<file path="config.mk">
export PLATFORM = sky130hd
export DESIGN_NAME = pipeline_hazard_unit
export DESIGN_NICKNAME = d
export VERILOG_FILES = /design/src/rtl/pipeline_hazard_unit.sv
export SDC_FILE = /design/constraint.sdc
export NUM_CORES = 1
export LEC_CHECK = 0
export CORE_MARGIN = 2
export CORE_UTILIZATION = 45
export DETAILED_ROUTE_END_ITERATION = 8
export HOLD_SLACK_MARGIN = 0.1
export PLACE_DENSITY = 0.79
export SKIP_CTS_REPAIR_TIMING = 1
export SYNTH_ARGS = -nofsm -noshare
export SYNTH_HDL_FRONTEND = slang
export SYNTH_SLANG_ARGS = --single-unit
export TNS_END_PERCENT = 20
</file>
<file path="constraint.sdc">
create_clock -name clk -period 2.6 [get_ports clk]
set_input_delay 0.52 -clock clk [delete_from_list [all_inputs] [get_ports clk]]
set_output_delay 0.52 -clock clk [all_outputs]
set_load 0.01 [all_outputs]
</file>
<file path="src/rtl/pipeline_hazard_unit.sv">
// pipeline_hazard_unit: load-use/RAW stall detection, multi-cycle redirect flush sequencing
// and data-memory freeze, tracking in-flight destinations in a two-slot EX/MEM scoreboard.
module pipeline_hazard_unit #(
   parameter int REG_ADDR_W   = 5,
   parameter int FLUSH_CYCLES = 2,
   parameter int FORWARDING   = 1
) (
   input  logic                  clk,
   input  logic                  rst,
   input  logic                  id_valid,
   input  logic [REG_ADDR_W-1:0] id_rs1,
   input  logic [REG_ADDR_W-1:0] id_rs2,
   input  logic                  id_uses_rs1,
   input  logic                  id_uses_rs2,
   input  logic [REG_ADDR_W-1:0] id_rd,
   input  logic                  id_reg_write,
   input  logic                  id_mem_read,
   input  logic                  ex_redirect,
   input  logic                  dmem_busy,
   output logic                  stall,
   output logic                  flush,
   output logic                  pc_write,
   output logic                  if_id_write,
   output logic                  freeze,
   output logic [15:0]           bubble_count
);
   localparam int FW = $clog2(FLUSH_CYCLES + 1);

   typedef enum logic {RUN, REDIRECT} state_t;

   state_t                  state, state_n;
   logic [FW-1:0]           fcnt, fcnt_n;
   logic                    ex_v, ex_rw, ex_mr, mem_v, mem_rw;
   logic [REG_ADDR_W-1:0]   ex_rd, mem_rd;
   logic                    match_ex, match_mem, haz_fwd, haz_raw, haz;

   assign match_ex  = (id_uses_rs1 && id_rs1 == ex_rd)  || (id_uses_rs2 && id_rs2 == ex_rd);
   assign match_mem = (id_uses_rs1 && id_rs1 == mem_rd) || (id_uses_rs2 && id_rs2 == mem_rd);
   assign haz_fwd   = ex_v && ex_mr && ex_rd != '0 && match_ex;
   assign haz_raw   = (ex_v && ex_rw && ex_rd != '0 && match_ex) ||
                      (mem_v && mem_rw && mem_rd != '0 && match_mem);
   assign haz       = id_valid && (FORWARDING != 0 ? haz_fwd : haz_raw);

   assign freeze      = dmem_busy;
   assign flush       = !freeze && ((state == RUN && ex_redirect) || state == REDIRECT);
   assign stall       = !freeze && !flush && haz;
   assign pc_write    = !freeze && !stall;
   assign if_id_write = pc_write;

   // ex_redirect is ignored in REDIRECT: EX then holds a wrong-path instruction or a bubble
   always_comb begin
      state_n = state;
      fcnt_n  = fcnt;
      if (!freeze) begin
         if (state == RUN) begin
            if (ex_redirect && FLUSH_CYCLES > 1) begin
               state_n = REDIRECT;
               fcnt_n  = FW'(FLUSH_CYCLES - 1);
            end
         end else begin
            fcnt_n  = fcnt - 1'b1;
            state_n = (fcnt == FW'(1)) ? RUN : REDIRECT;
         end
      end
   end

   always_ff @(posedge clk or posedge rst) begin
      if (rst) begin
         state        <= RUN;
         fcnt         <= '0;
         ex_v         <= 1'b0;
         ex_rd        <= '0;
         ex_rw        <= 1'b0;
         ex_mr        <= 1'b0;
         mem_v        <= 1'b0;
         mem_rd       <= '0;
         mem_rw       <= 1'b0;
         bubble_count <= '0;
      end else begin
         state <= state_n;
         fcnt  <= fcnt_n;
         if (!freeze) begin
            ex_v   <= id_valid && !stall && !flush;
            ex_rd  <= id_rd;
            ex_rw  <= id_reg_write;
            ex_mr  <= id_mem_read;
            mem_v  <= ex_v;
            mem_rd <= ex_rd;
            mem_rw <= ex_rw;
         end
         if ((stall || flush) && bubble_count != 16'hFFFF)
            bubble_count <= bubble_count + 16'd1;
      end
   end
endmodule

</file>
Yosys cells after proc, flatten, opt, wreduce, memory -nomap -nowiden
Index checks and enable logic that the tools add are counted.
{ "totals": {"reg_bits": 26, "inputBits": 24, "out_inout_bits": 21, "elab_cells": 42} }
{ "classes": {"n_addsub": 2, "n_eq_ne": 4, "n_mux": 5, "n_bitwise": 2, "reduce_logical": 23} }
{ "op_table": {"columns": ["op", "count"], "rows": [
  ["$add A16 B1 Y16 const B", 1],
  ["$ne A16 B16 Y1 const B", 1],
  ["$logic_and A1 B1 Y1", 14],
  ["$eq A5 B5 Y1", 2],
  ["$reduce_bool A5 Y1", 1],
  ["$mux W2", 2],
  ["$logic_not A1 Y1", 3],
  ["$logic_or A1 B1 Y1", 3],
  ["$mux W1", 3],
  ["$eq A2 B1 Y1 const B", 1],
  ["$not A1 Y1", 2],
  ["$reduce_and A2 Y1", 1],
  ["$reduce_bool A2 Y1", 1],
  ["$sub A2 B1 Y2 const B", 1]
]} }

Depth between registers and ports, before layout
{ "depth": {"ltp_word": 10, "depth_mapped": 9, "mapped_depth_nobuf": 7} }

Worst setup path after synthesis
Ideal clock, no wire load.
{ "synth_timing": {"path_type": "input port to output port", "from": "input dmem_busy", "to": "output pc_write", "t_arrival_ps": 1782, "path_slack_ps": 298, "path_stages": 7, "path_buffers": 2, "path_cell_list": "buf_6 inv_2 nand2_1 or4b_4 nor2_1 nor2_1 buf_4"} }
{ "synth_between": {"elab_chain_cells": 7} }
{ "synth_rtl": {"columns": ["item", "line_no", "rtl"], "rows": [
  ["start, declared", "19", "input logic dmem_busy,"],
  ["$logic_not A1 Y1 (*)", null, null],
  ["$logic_and A1 B1 Y1", "45", "assign flush = !freeze && ((state == RUN && ex_redirect) || state == REDIRECT);"],
  ["$logic_not A1 Y1", "46", "assign stall = !freeze && !flush && haz;"],
  ["$logic_and A1 B1 Y1 (*) (2 in a row)", "46", null],
  ["named net stall", "20", "output logic stall,"],
  ["$logic_not A1 Y1 (*)", "47", "assign pc_write = !freeze && !stall;"],
  ["$logic_and A1 B1 Y1 (*)", "47", null],
  ["end, declared", "22", "output logic pc_write,"]
]} }
Mark *: on every way through the listed nets, which the timed path passes. The rest lies on a longest branch.

Worst setup path after layout
{ "layout_timing": {"from": "input dmem_busy", "to": "output pc_write"} }
{ "layout_between": {"elab_chain_cells": 7} }
{ "layout_rtl": {"columns": ["item", "line_no"], "rows": [
  ["$logic_not A1 Y1 (*)", null],
  ["$logic_and A1 B1 Y1", "45"],
  ["$logic_not A1 Y1", "46"],
  ["$logic_and A1 B1 Y1 (2 in a row)", "46"],
  ["$logic_not A1 Y1", "47"],
  ["$logic_and A1 B1 Y1 (*)", "47"]
]} }
Every way passes the cells marked *; elsewhere a longest branch is shown, timed or not.

==> impl_results.md <==
* Clock root buffer: clkbuf_4
* Clk pin slew, worst setup/hold paths at 0.13 ns
* Final WS setup at 0.120 ns
* Ys flop type: dfrtp_1
* Crit. End Element: output port
* Global Route Usage Sum at 19.0%
* CTS buffer count at 3
* Gp weighted congestion at 0.776
* Area leader, netlist: dfrtp_1
* Synth Register Bits at 26
* Initial Utilization at 46.1%
* Cells after synthesis at 133
* CP Data Arrival Time at 1.96 ns
* Status: finished clean
* Mean area per synthesized cell at 10.3 sq um
* Final Power at 1150 uW
* Xor and xnor area share after synthesis at 15.3%
* Max Fclk at 403 MHz
* WL/cell at 13.5 microns
* Post-synth top cells: 26 x dfrtp_1, 18 x xor2_1, 13 x nor2_1
* Initial DRC count at 45
* Yosys top cell area share at 47.4%
* Worst Reg-to-Reg Cells at 6
* # diodes at 0
* Clk_lat worst skew at 0.33 ns
* Core box area at 2980 sq um
* Class of the most critical setup path: in -> out
* Max Cap Violations at 0
* Die W at 59.3 microns
* Area added between synthesis and finish at 39.3%
* Share of layout cells above drive strength 1 at 13.6%
* Vias at 1133
* CTS tree: built
* Ports at 45
* Layout Utilization at 64.3%
* Syn Nets at 159
* Row count at 20
* Maximum vdd drop at 0.000470 V
* Pre-CTS setup slack at -0.231 ns
* CP max FO at 2
* Cell Pwr Density at 603 nW/um^2
* I/O Buffers at 43
* Share of the yosys chip area belonging to registers at 47.4%
* Sink Count at 26
* Path type of the worst min-delay path: reg -> reg
* Netlist cell types at 32
* Die H at 59.3 microns
* Via-per-instance ratio at 5.22
* Largest family of logic cells by synthesized area: simple AND/OR/NAND/NOR gates
* Worst slew pin tran at 0.547 ns
* Clk_skew at 0.00372 ns
* Post-synthesis adder-cell area fraction at 1.82%
* R2R setup slack at 0.30 ns
* Synth Area in Compound Gates at 4.92%
* Total wire length at 2940 microns
* Top cells by area, synth: dfrtp_1 47%, xor2_1 11%, mux2_2 4.9%
* Grt total ovfl at 0
* Final min period at 2.48 ns
* RR Startpoint: bubble_count[0]$_DFFE_PP0P_
* Final setup vio count at 0
* Max Root-Sink Buffers at 2
* Number of enable flip-flop cells after synthesis at 0
* Cell Count, Final, Fillers Out at 217
* Worst setup startpoint: dmem_busy
* Detailed placer's ending HPWL at 2220 microns
* DRC viols at 0
* Required time of the critical path at 2.08 ns
* Via count of the first global-routing pass at 1165
* Initial antenna violation count at 0
* Max-slew headroom at 63.5%
* Post-route ant nets at 0
* Die ar. at 3510 sq um
* Nets at 211
* DP Cell Count at 213
* Most frequent cell after synthesis: dfrtp_1
* Largest net degree at the start of global routing at 27
* YS warnings at 0
* Critical Path End: pc_write
* Initial DRT Pass Iterations at 4
* Tcrit/Tclk final at 95.4%
* CTS H-tree lvls at 1
* First-pass GRT wire length at 5000 microns
* Simple-gate share of the synthesized area at 20.8%
* Startpoint types: input port
* R2R Path End: bubble_count[1]$_DFFE_PP0P_
* Mapped Area at 1370 sq um
* Final Hold Fails at 0
* Multiplexer share of the synthesized area at 5.74%
* Async SR Flop Fraction at 100%
* Final Max Slew Viols at 0
* RSZ-0062 raised after global routing: false
* Leakage at 0.000869 uW
## power by group
group,total [uW],switching (uW),internal (uW)
registers,571,86.3,485
logic,380,158,221
clock network,203,118,85.8
total,1150,362,792
## registers in the layout (all words and copies together) (netlist names)
signal	count
bubble_count	16
ex_mr	1
state	1
ex_rd	5
fcnt	2
ex_v	1
## layer usage
layer  up-vias  GRT usage [%]  part of all wire, %
met5         -              0                    0
met2        37           32.8                   48
met1       541           22.9                   44
met4         0           7.47                  1.5
li1        550              -                    -
met3         5           3.93                  6.5
## cell usage in the layout (no fill, tap or decap)
cell type / n
and2_0: 1
inv_1: 4
a32oi_1: 1
or4_1: 1
and2_1: 2
xor2_1: 18
or2_2: 1
buf_4: 8
clkbuf_8: 1
nor3b_2: 1
xnor2_1: 6
nor4_1: 3
nor3_1: 1
nor3_2: 2
dfrtp_1: 26
inv_2: 1
nor2_1: 12
mux2_1: 1
nand4_1: 1
clkdlybuf4s50_1: 40
o31a_1: 1
nand3_1: 8
or2_1: 1
o21ai_0: 5
dlymetal6s2s_1: 3
a21oi_1: 5
or4b_4: 1
and4_1: 1
mux2_2: 6
nor2b_1: 1
clkbuf_4: 3
and3_1: 3
nand2_1: 11
or3_1: 1
nor2_2: 1
ha_1: 2
## per-stage QoR
stage                     TNS, ns  instance area (sq um)  hold slack [ns]
final                           0                   1910            0.495
after global routing            0                   1910            0.533
after CTS                  -0.678                   1900            0.503
after detailed placement    -1.67                   1870            0.485
after global placement      -1.43                   1870            0.458
after floorplan                 0                   1370            0.446
## how the worst min path moves through the flow
stage	endpoint	from	cells past startpoint
6_report	fcnt[0]$_DFFE_PP0P_	fcnt[0]$_DFFE_PP0P_	1
5_1_grt	bubble_count[15]$_DFFE_PP0P_	bubble_count[15]$_DFFE_PP0P_	1
4_1_cts	fcnt[0]$_DFFE_PP0P_	fcnt[0]$_DFFE_PP0P_	1
3_5_place_dp	fcnt[0]$_DFFE_PP0P_	fcnt[0]$_DFFE_PP0P_	1
3_3_place_gp	fcnt[0]$_DFFE_PP0P_	fcnt[0]$_DFFE_PP0P_	1
2_1_floorplan	fcnt[0]$_DFFE_PP0P_	fcnt[0]$_DFFE_PP0P_	1
## cell families (layout without fill, tap and decap cells)
group | count (synthesis) | count (layout)
AOI/OAI and AO/OA | 12 | 12
xor gates and xnor gates | 24 | 24
adders and majority gates | 2 | 2
buffers and inverters | 9 | 60
DFF | 26 | 26
muxes | 7 | 7
and+or+nand+nor | 53 | 53
## worst max-delay path, cell delays in order
cell             delay (ns)
clkdlybuf4s50_1        0.43
inv_2                  0.07
nand2_1                0.06
or4b_4                 0.54
nor2_2                 0.12
nor2_1                 0.05
dlymetal6s2s_1         0.17
## layout make-up
cell class	instances	area (sq um)
flip-flops and latches	26	651
well taps	33	41.3
clock buffers	4	36.3
inverters	5	18.8
multi-input cells	98	669
repair buffers	51	498
fillers	265	1060
(Power assumes the default switching activity.)
